==> src/rtl/mm_ctrl_pkg.sv <==
// Shared definitions for the matmul tile job sequencer: state codes and default sizing.
package mm_ctrl_pkg;

    localparam int DWIDTH_DEF     = 16;
    localparam int BB_SIZE_DEF    = 16;
    localparam int AWIDTH_DEF     = 7;
    localparam int LOAD_WORDS_DEF = 16;
    localparam int RD_WORDS_DEF   = 16;
    localparam int ADDR_LAT_DEF   = 2;
    localparam int RD_LAT_DEF     = 6;
    localparam int WB_LAT_DEF     = 2;
    localparam int FIFO_DEPTH_DEF = 8;

    typedef logic [2:0] state_t;

    localparam state_t ST_IDLE       = 3'd0;
    localparam state_t ST_LOAD_A     = 3'd1;
    localparam state_t ST_LOAD_B     = 3'd2;
    localparam state_t ST_LOAD_FLUSH = 3'd3;
    localparam state_t ST_COMPUTE    = 3'd4;
    localparam state_t ST_WB         = 3'd5;
    localparam state_t ST_READ       = 3'd6;
    localparam state_t ST_DONE       = 3'd7;

    function automatic int word_width(input int dwidth, input int bb_size);
        return dwidth * bb_size;
    endfunction

endpackage

==> src/rtl/mm_rd_fifo.sv <==
// Show-ahead synchronous FIFO holding C words read back from the result BRAM.
module mm_rd_fifo
    import mm_ctrl_pkg::*;
#(
    parameter int W     = 256,
    parameter int DEPTH = 8,
    parameter int CW    = $clog2(DEPTH + 1)
) (
    input  logic          clk,
    input  logic          rst,
    input  logic          push,
    input  logic [W-1:0]  push_data,
    input  logic          pop,
    output logic [W-1:0]  pop_data,
    output logic [CW-1:0] count
);

    localparam int PW = (DEPTH > 1) ? $clog2(DEPTH) : 1;

    logic [W-1:0]  mem [DEPTH];
    logic [PW-1:0] wr_ptr_reg;
    logic [PW-1:0] rd_ptr_reg;
    logic [CW-1:0] count_reg;
    logic          do_push;
    logic          do_pop;

    function automatic logic [PW-1:0] bump(input logic [PW-1:0] p);
        return (p == PW'(DEPTH - 1)) ? '0 : p + 1'b1;
    endfunction

    // A push into a full FIFO is accepted when the same cycle pops a word.
    assign do_pop  = pop && (count_reg != '0);
    assign do_push = push && ((count_reg != CW'(DEPTH)) || do_pop);

    always_ff @(posedge clk) begin
        if (do_push) begin
            mem[wr_ptr_reg] <= push_data;
        end
    end

    always_ff @(posedge clk or posedge rst) begin
        if (rst) begin
            wr_ptr_reg <= '0;
            rd_ptr_reg <= '0;
            count_reg  <= '0;
        end else begin
            if (do_push) wr_ptr_reg <= bump(wr_ptr_reg);
            if (do_pop)  rd_ptr_reg <= bump(rd_ptr_reg);
            case ({do_push, do_pop})
                2'b10:   count_reg <= count_reg + 1'b1;
                2'b01:   count_reg <= count_reg - 1'b1;
                default: count_reg <= count_reg;
            endcase
        end
    end

    assign pop_data = (count_reg != '0) ? mem[rd_ptr_reg] : '0;
    assign count    = count_reg;

endmodule

==> src/rtl/matmul_tile_ctrl.sv <==
// Job sequencer for the 32x32 systolic matmul: loads A/B, runs compute, streams C back.
// Optional compute-cycle counter enabled by defining MM_CTRL_PERF_CNT_EN.
module matmul_tile_ctrl
    import mm_ctrl_pkg::*;
#(
    parameter int DWIDTH     = DWIDTH_DEF,
    parameter int BB_SIZE    = BB_SIZE_DEF,
    parameter int AWIDTH     = AWIDTH_DEF,
    parameter int LOAD_WORDS = LOAD_WORDS_DEF,
    parameter int RD_WORDS   = RD_WORDS_DEF,
    parameter int ADDR_LAT   = ADDR_LAT_DEF,
    parameter int RD_LAT     = RD_LAT_DEF,
    parameter int WB_LAT     = WB_LAT_DEF,
    parameter int FIFO_DEPTH = FIFO_DEPTH_DEF,
    parameter int W          = word_width(DWIDTH, BB_SIZE)
) (
    input  logic              clk,
    input  logic              reset_0,
    input  logic              job_start,
    input  logic              in_valid,
    output logic              in_ready,
    input  logic [W-1:0]      in_data,
    output logic              out_valid,
    input  logic              out_ready,
    output logic [W-1:0]      out_data,
    output logic              busy,
    output logic              job_done,
    output logic              enable_writing_to_mem,
    output logic              enable_reading_from_mem,
    output logic [AWIDTH-1:0] addr_pi,
    output logic [W-1:0]      data_pi,
    output logic              we_a,
    output logic              we_b,
    output logic              we_c,
    output logic              start_mat_mul_0,
    input  logic              done_mat_mul,
    input  logic [W-1:0]      data_from_out_mat,
    output logic [31:0]       perf_cycles
);

    localparam int CW  = $clog2(FIFO_DEPTH + 1);
    localparam int FW  = $clog2(ADDR_LAT + 1) + 1;
    localparam int WBW = $clog2(WB_LAT + 1) + 1;

    state_t            state_reg;
    logic [AWIDTH-1:0] wc_reg;
    logic [AWIDTH-1:0] rc_reg;
    logic [AWIDTH-1:0] pc_reg;
    logic [AWIDTH-1:0] addr_reg;
    logic [FW-1:0]     flush_cnt_reg;
    logic [WBW-1:0]    wb_cnt_reg;
    logic              first_reg;
    logic [CW-1:0]     outstanding_reg;
    logic [CW-1:0]     fifo_count;
    logic [W-1:0]      wp_data_reg [ADDR_LAT+1];
    logic [ADDR_LAT:0] wp_a_reg;
    logic [ADDR_LAT:0] wp_b_reg;
    logic [RD_LAT:0]   rd_vld_reg;
    logic              loading;
    logic              hs;
    logic              wc_last;
    logic              issue;
    logic              push;
    logic              pop;

    assign loading = (state_reg == ST_LOAD_A) || (state_reg == ST_LOAD_B);
    assign hs      = in_valid && loading;
    assign wc_last = (wc_reg == AWIDTH'(LOAD_WORDS - 1));

    // Reads in flight plus words already queued may never exceed the FIFO, so no push is dropped.
    assign issue = (state_reg == ST_READ) && (rc_reg != AWIDTH'(RD_WORDS)) &&
                   (({1'b0, outstanding_reg} + {1'b0, fifo_count}) < (CW + 1)'(FIFO_DEPTH));
    assign push  = rd_vld_reg[RD_LAT];
    assign pop   = out_valid && out_ready;

    always_ff @(posedge clk or posedge reset_0) begin
        if (reset_0) begin
            state_reg     <= ST_IDLE;
            wc_reg        <= '0;
            rc_reg        <= '0;
            pc_reg        <= '0;
            addr_reg      <= '0;
            flush_cnt_reg <= '0;
            wb_cnt_reg    <= '0;
            first_reg     <= 1'b0;
        end else begin
            if (hs) begin
                addr_reg <= wc_reg;
            end else if (issue) begin
                addr_reg <= rc_reg;
            end
            case (state_reg)
                ST_IDLE: begin
                    if (job_start) begin
                        state_reg <= ST_LOAD_A;
                        wc_reg    <= '0;
                    end
                end
                ST_LOAD_A, ST_LOAD_B: begin
                    if (hs) begin
                        if (wc_last) begin
                            wc_reg <= '0;
                            if (state_reg == ST_LOAD_A) begin
                                state_reg <= ST_LOAD_B;
                            end else begin
                                state_reg     <= ST_LOAD_FLUSH;
                                flush_cnt_reg <= '0;
                            end
                        end else begin
                            wc_reg <= wc_reg + 1'b1;
                        end
                    end
                end
                ST_LOAD_FLUSH: begin
                    if (flush_cnt_reg == FW'(ADDR_LAT)) begin
                        state_reg <= ST_COMPUTE;
                        first_reg <= 1'b1;
                    end else begin
                        flush_cnt_reg <= flush_cnt_reg + 1'b1;
                    end
                end
                ST_COMPUTE: begin
                    // A done seen on the first cycle is stale from the previous run.
                    first_reg <= 1'b0;
                    if (done_mat_mul && !first_reg) begin
                        state_reg  <= ST_WB;
                        wb_cnt_reg <= '0;
                    end
                end
                ST_WB: begin
                    if (wb_cnt_reg == WBW'(WB_LAT - 1)) begin
                        state_reg <= ST_READ;
                        rc_reg    <= '0;
                        pc_reg    <= '0;
                    end else begin
                        wb_cnt_reg <= wb_cnt_reg + 1'b1;
                    end
                end
                ST_READ: begin
                    if (issue) rc_reg <= rc_reg + 1'b1;
                    if (pop)   pc_reg <= pc_reg + 1'b1;
                    if (pop && (pc_reg == AWIDTH'(RD_WORDS - 1))) begin
                        state_reg <= ST_DONE;
                    end
                end
                ST_DONE: state_reg <= ST_IDLE;
                default: state_reg <= ST_IDLE;
            endcase
        end
    end

    // Write data and enables trail the address by ADDR_LAT so they meet it at the BRAM.
    always_ff @(posedge clk or posedge reset_0) begin
        if (reset_0) begin
            for (int i = 0; i <= ADDR_LAT; i++) begin
                wp_data_reg[i] <= '0;
            end
            wp_a_reg   <= '0;
            wp_b_reg   <= '0;
            rd_vld_reg <= '0;
        end else begin
            if (hs) wp_data_reg[0] <= in_data;
            wp_a_reg[0] <= hs && (state_reg == ST_LOAD_A);
            wp_b_reg[0] <= hs && (state_reg == ST_LOAD_B);
            for (int i = 1; i <= ADDR_LAT; i++) begin
                wp_data_reg[i] <= wp_data_reg[i-1];
                wp_a_reg[i]    <= wp_a_reg[i-1];
                wp_b_reg[i]    <= wp_b_reg[i-1];
            end
            rd_vld_reg[0] <= issue;
            for (int i = 1; i <= RD_LAT; i++) begin
                rd_vld_reg[i] <= rd_vld_reg[i-1];
            end
        end
    end

    always_ff @(posedge clk or posedge reset_0) begin
        if (reset_0) begin
            outstanding_reg <= '0;
        end else begin
            outstanding_reg <= outstanding_reg + CW'(issue) - CW'(push);
        end
    end

    mm_rd_fifo #(
        .W     (W),
        .DEPTH (FIFO_DEPTH),
        .CW    (CW)
    ) u_rd_fifo (
        .clk       (clk),
        .rst       (reset_0),
        .push      (push),
        .push_data (data_from_out_mat),
        .pop       (pop),
        .pop_data  (out_data),
        .count     (fifo_count)
    );

    assign out_valid               = (fifo_count != '0);
    assign in_ready                = loading;
    assign busy                    = (state_reg != ST_IDLE);
    assign job_done                = (state_reg == ST_DONE);
    assign enable_writing_to_mem   = loading || (state_reg == ST_LOAD_FLUSH);
    assign enable_reading_from_mem = (state_reg == ST_READ);
    assign start_mat_mul_0         = (state_reg == ST_COMPUTE);
    assign we_c                    = (state_reg == ST_COMPUTE) || (state_reg == ST_WB);
    assign addr_pi                 = addr_reg;
    assign data_pi                 = wp_data_reg[ADDR_LAT];
    assign we_a                    = wp_a_reg[ADDR_LAT];
    assign we_b                    = wp_b_reg[ADDR_LAT];

`ifdef MM_CTRL_PERF_CNT_EN
    logic [31:0] perf_reg;

    always_ff @(posedge clk or posedge reset_0) begin
        if (reset_0) begin
            perf_reg <= '0;
        end else if ((state_reg == ST_IDLE) && job_start) begin
            perf_reg <= '0;
        end else if (((state_reg == ST_COMPUTE) || (state_reg == ST_WB)) && (perf_reg != '1)) begin
            perf_reg <= perf_reg + 1'b1;
        end
    end

    assign perf_cycles = perf_reg;
`else
    assign perf_cycles = '0;
`endif

endmodule

==> config.mk <==
export PLATFORM = sky130hd
export DESIGN_NAME = matmul_tile_ctrl
export DESIGN_NICKNAME = d
export VERILOG_FILES = /design/src/rtl/mm_ctrl_pkg.sv /design/src/rtl/mm_rd_fifo.sv /design/src/rtl/matmul_tile_ctrl.sv
export SDC_FILE = /design/constraint.sdc
export NUM_CORES = 2
export LEC_CHECK = 0
export BUFFER_PORTS_ARGS = -buffer_cell sky130_fd_sc_hd__buf_4
export CAP_MARGIN = 20
export CORE_AREA = 2 2 518 520
export CTS_CLUSTER_SIZE = 30
export DETAILED_ROUTE_END_ITERATION = 8
export DIE_AREA = 0 0 520 522
export PLACE_DENSITY_LB_ADDON = 0.1
export SYNTH_ARGS = -nofsm -noshare
export SYNTH_HDL_FRONTEND = slang
export SYNTH_HIERARCHICAL = 1
export SYNTH_SLANG_ARGS = --single-unit
==> constraint.sdc <==
create_clock -name clk -period 36 [get_ports clk]
set_input_delay 7.2 -clock clk [delete_from_list [all_inputs] [get_ports clk]]
set_output_delay 7.2 -clock clk [all_outputs]
set_load 0.02 [all_outputs]
==> results.ini <==
[grt]
use_met1_pct=25.09
grt_max_degree=178
grt_pass1_wl_mm=390.6
grt_use_met2_pct=32.91
antenna_found_initial=85
overflow=0
busiest_layer=met2
track_usage_pct=19.70
grt_pass1_vias=53800
grtUsageMet3_pct=6.338

[synth]
synth_edf_count=2048
synth_cell_types=65
ys.flop_type=edfxtp_1
syn_avg_cell_area_um2=19.20
syn-cell-area_um2=105700
syn-instance-count=5504
yosysSeqAreaShare_pct=77.91
async_flop_share_pct=28.91
ys_ff_latch=2881
ys.warnings.count=6

[clocking]
ctsResizeCount=0
clockBufferDepth=4
cts-root-buf=clkbuf_16
clk-insertion-delay-late_ns=0.89
cts_tree=built
cts-htree-levels=5
numClockSinks=2881
tritoncts.num_buffers=315
post_cts_buffers=0
holdBufCountCts=0
clkTransAtPathRegs_ns=0.06

[power_and_ir_drop]
leakagePower_nw=47.36
peakVddDrop_v=0.00005665
power_density_nw_per_um2=84.27
total_power_w=0.01056

[finish]
largest_reg_flops=2048
syn_to_final_growth_pct=18.51
drive_gt1_share_pct=31.32
final_util_pct=47.00
final_nets=6986

[sta]
hold_viol=0
period_minus_slack_ns=12.86
fin_crit_sh_pct=35.74
setup_viol=0
timing.setup.tns_ns=0
rsz0062_at_grt=no
tightestPinTransition_ns=1.185
timing.fmax_mhz=77.73
fin_hold_ws_ns=0.3361
drv_slew=0
setup_ws_ns=23.14
skew_ns=0.02871
max-slew-margin-rel_pct=20.99

[status]
status=finished with violations
violations=design-rule violations

[floorplanning]
floorplan.initialDensity_pct=39.66
die_h_um=522
die_w_um=520
num_rows=190
die_area_um2=271400
core_area_um2=266500
io_pins=1079

[route]
wirelength_mm=271.4
post_drt_wl_per_cell_um=26.47
antenna_violating_nets_post_route=0
drt_iter0_drc=3623
vias=51510
drc_errors=190
vias_per_cell=5.024
dr.pass1.iters=9

[placement]
hpwl_mm=162.2
pre_cts_slack_ns=23.74
io_buffers=1046
gp_congestion=0.7738

[critical_path]
path_max_fanout=48
critPathRequiredTime_ns=28.80
arrival_ns=5.66
critical_path_class=reg -> out
r2r_cells=7
worst_setup_path_end_kind=output pin
critPathLaunchType=flop

[hold_path]
hold-path-cell-count=0
hp-class=reg -> reg

[run]
cap_violations=0

through the flow:
stage,instances,area (um2)
floorplan,5535,105800
global placement,9680,115500
detailed placement,9681,115500
CTS,10240,125200
global route,10240,125200
finish,10250,125300
path summary, 6_finish.rpt:
path	from	slack [ns]	to
max in group asynchronous	reset_0	25.65	data_pi[88]
max reg2reg	u_rd_fifo/count[3]	30.81	u_rd_fifo/mem[7][159]
max	u_rd_fifo/rd_ptr_reg[0]	23.14	out_data[164]
min reg2reg	wp_data_reg[500]	0.34	data_pi[244]
min	wp_data_reg[500]	0.34	data_pi[244]
min in group asynchronous	reset_0	6.42	wp_data_reg[767]
where the power goes:
group          internal [W]  total [W]  switching [W]  leakage (nW)
combinational       0.00133    0.00327        0.00193          13.9
sequential          0.00402    0.00425       0.000223          28.7
clock               0.00176    0.00304        0.00129          4.76
total               0.00711     0.0106        0.00344          47.4
logic make-up (layout without fill, tap and decap cells):
| logic type | after synthesis | after routing | synth area share, % |
|---|---|---|---|
| other cells | 1 | 50 | 0.003548 |
| fa+ha+maj | 22 | 22 | 0.2746 |
| flops | 2881 | 2881 | 77.91 |
| compound gates | 87 | 87 | 0.5777 |
| simple gates | 1169 | 1169 | 4.362 |
| buf+inv | 554 | 1702 | 3.336 |
| mux | 780 | 780 | 13.46 |
| xor+xnor | 10 | 10 | 0.08286 |
cells in the final DEF, fill, tap and decap left out, types with 18 or more instances in the layout:
cell,netlist,layout
edfxtp_1,2048,2048
buf_4,335,1116
dfrtp_1,833,830
nand2_1,805,805
mux4_2,512,512
clkbuf_16,0,326
nor2_1,270,267
mux2i_1,263,263
clkbuf_1,72,85
clkinv_2,0,45
clkinv_1,0,41
conb_1,1,32
clkbuf_8,0,21
nand3_1,21,20
ha_1,20,20
diode_2,0,18
worst max-delay path: stages (launching register included):
cell,delay [ns]
dfrtp_4,1.07
buf_4,0.79
buf_4,0.89
buf_4,0.77
mux4_2,0.59
mux2i_1,0.17
nor2_1,0.12
buf_4,0.23
cells in the mapped netlist, drive strengths merged (3+ instances only):
| library cell | n | area (um2) |
|---|---|---|
| nor2b | 7 | 43.79 |
| inv | 19 | 71.31 |
| xnor2 | 6 | 52.55 |
| mux4 | 512 | 11530 |
| nor3 | 17 | 85.08 |
| nand2 | 805 | 3022 |
| mux2i | 263 | 2633 |
| o31ai | 9 | 67.56 |
| o21ai | 16 | 83.83 |
| ha | 20 | 250.2 |
| nand2b | 11 | 68.82 |
| a31oi | 5 | 31.28 |
| clkbuf | 73 | 277.8 |
| edfxtp | 2048 | 61500 |
| a21oi | 17 | 85.08 |
| o22ai | 3 | 18.77 |
| or4 | 6 | 45.04 |
| a32oi | 3 | 26.28 |
| a21o | 3 | 22.52 |
| or3 | 3 | 18.77 |
| mux2 | 5 | 60.05 |
| o211ai | 11 | 82.58 |
| xor2 | 4 | 35.03 |
| nor2 | 271 | 1020 |
| buf | 462 | 3177 |
| nand4 | 4 | 25.02 |
| dfrtp | 833 | 20840 |
| nand3 | 21 | 105.1 |
| o21a | 4 | 30.03 |
| and3 | 11 | 70.07 |
final cells by class:
| class | count | area, um2 |
|---|---|---|
| diodes | 18 | 45.04 |
| clock buffers | 432 | 8766 |
| clock inverters | 122 | 920.9 |
| fillers | 22440 | 141200 |
| inverters | 19 | 78.83 |
| multi-input cells | 2100 | 20010 |
| flip-flops and latches | 2881 | 82360 |
| well taps | 3552 | 4444 |
| repair buffers | 1129 | 8638 |
metal layers:
metal / part of all wire, % / vias to the layer above / routed length (um)
met2: 50 / 1307 / 134400
met4: 2.1 / 78 / 5757
met5: 0.17 / - / 472
met1: 41 / 27270 / 110200
met3: 7.6 / 457 / 20580
li1: - / 22390 / -
Note: power is estimated with default switching activity, not from simulation.
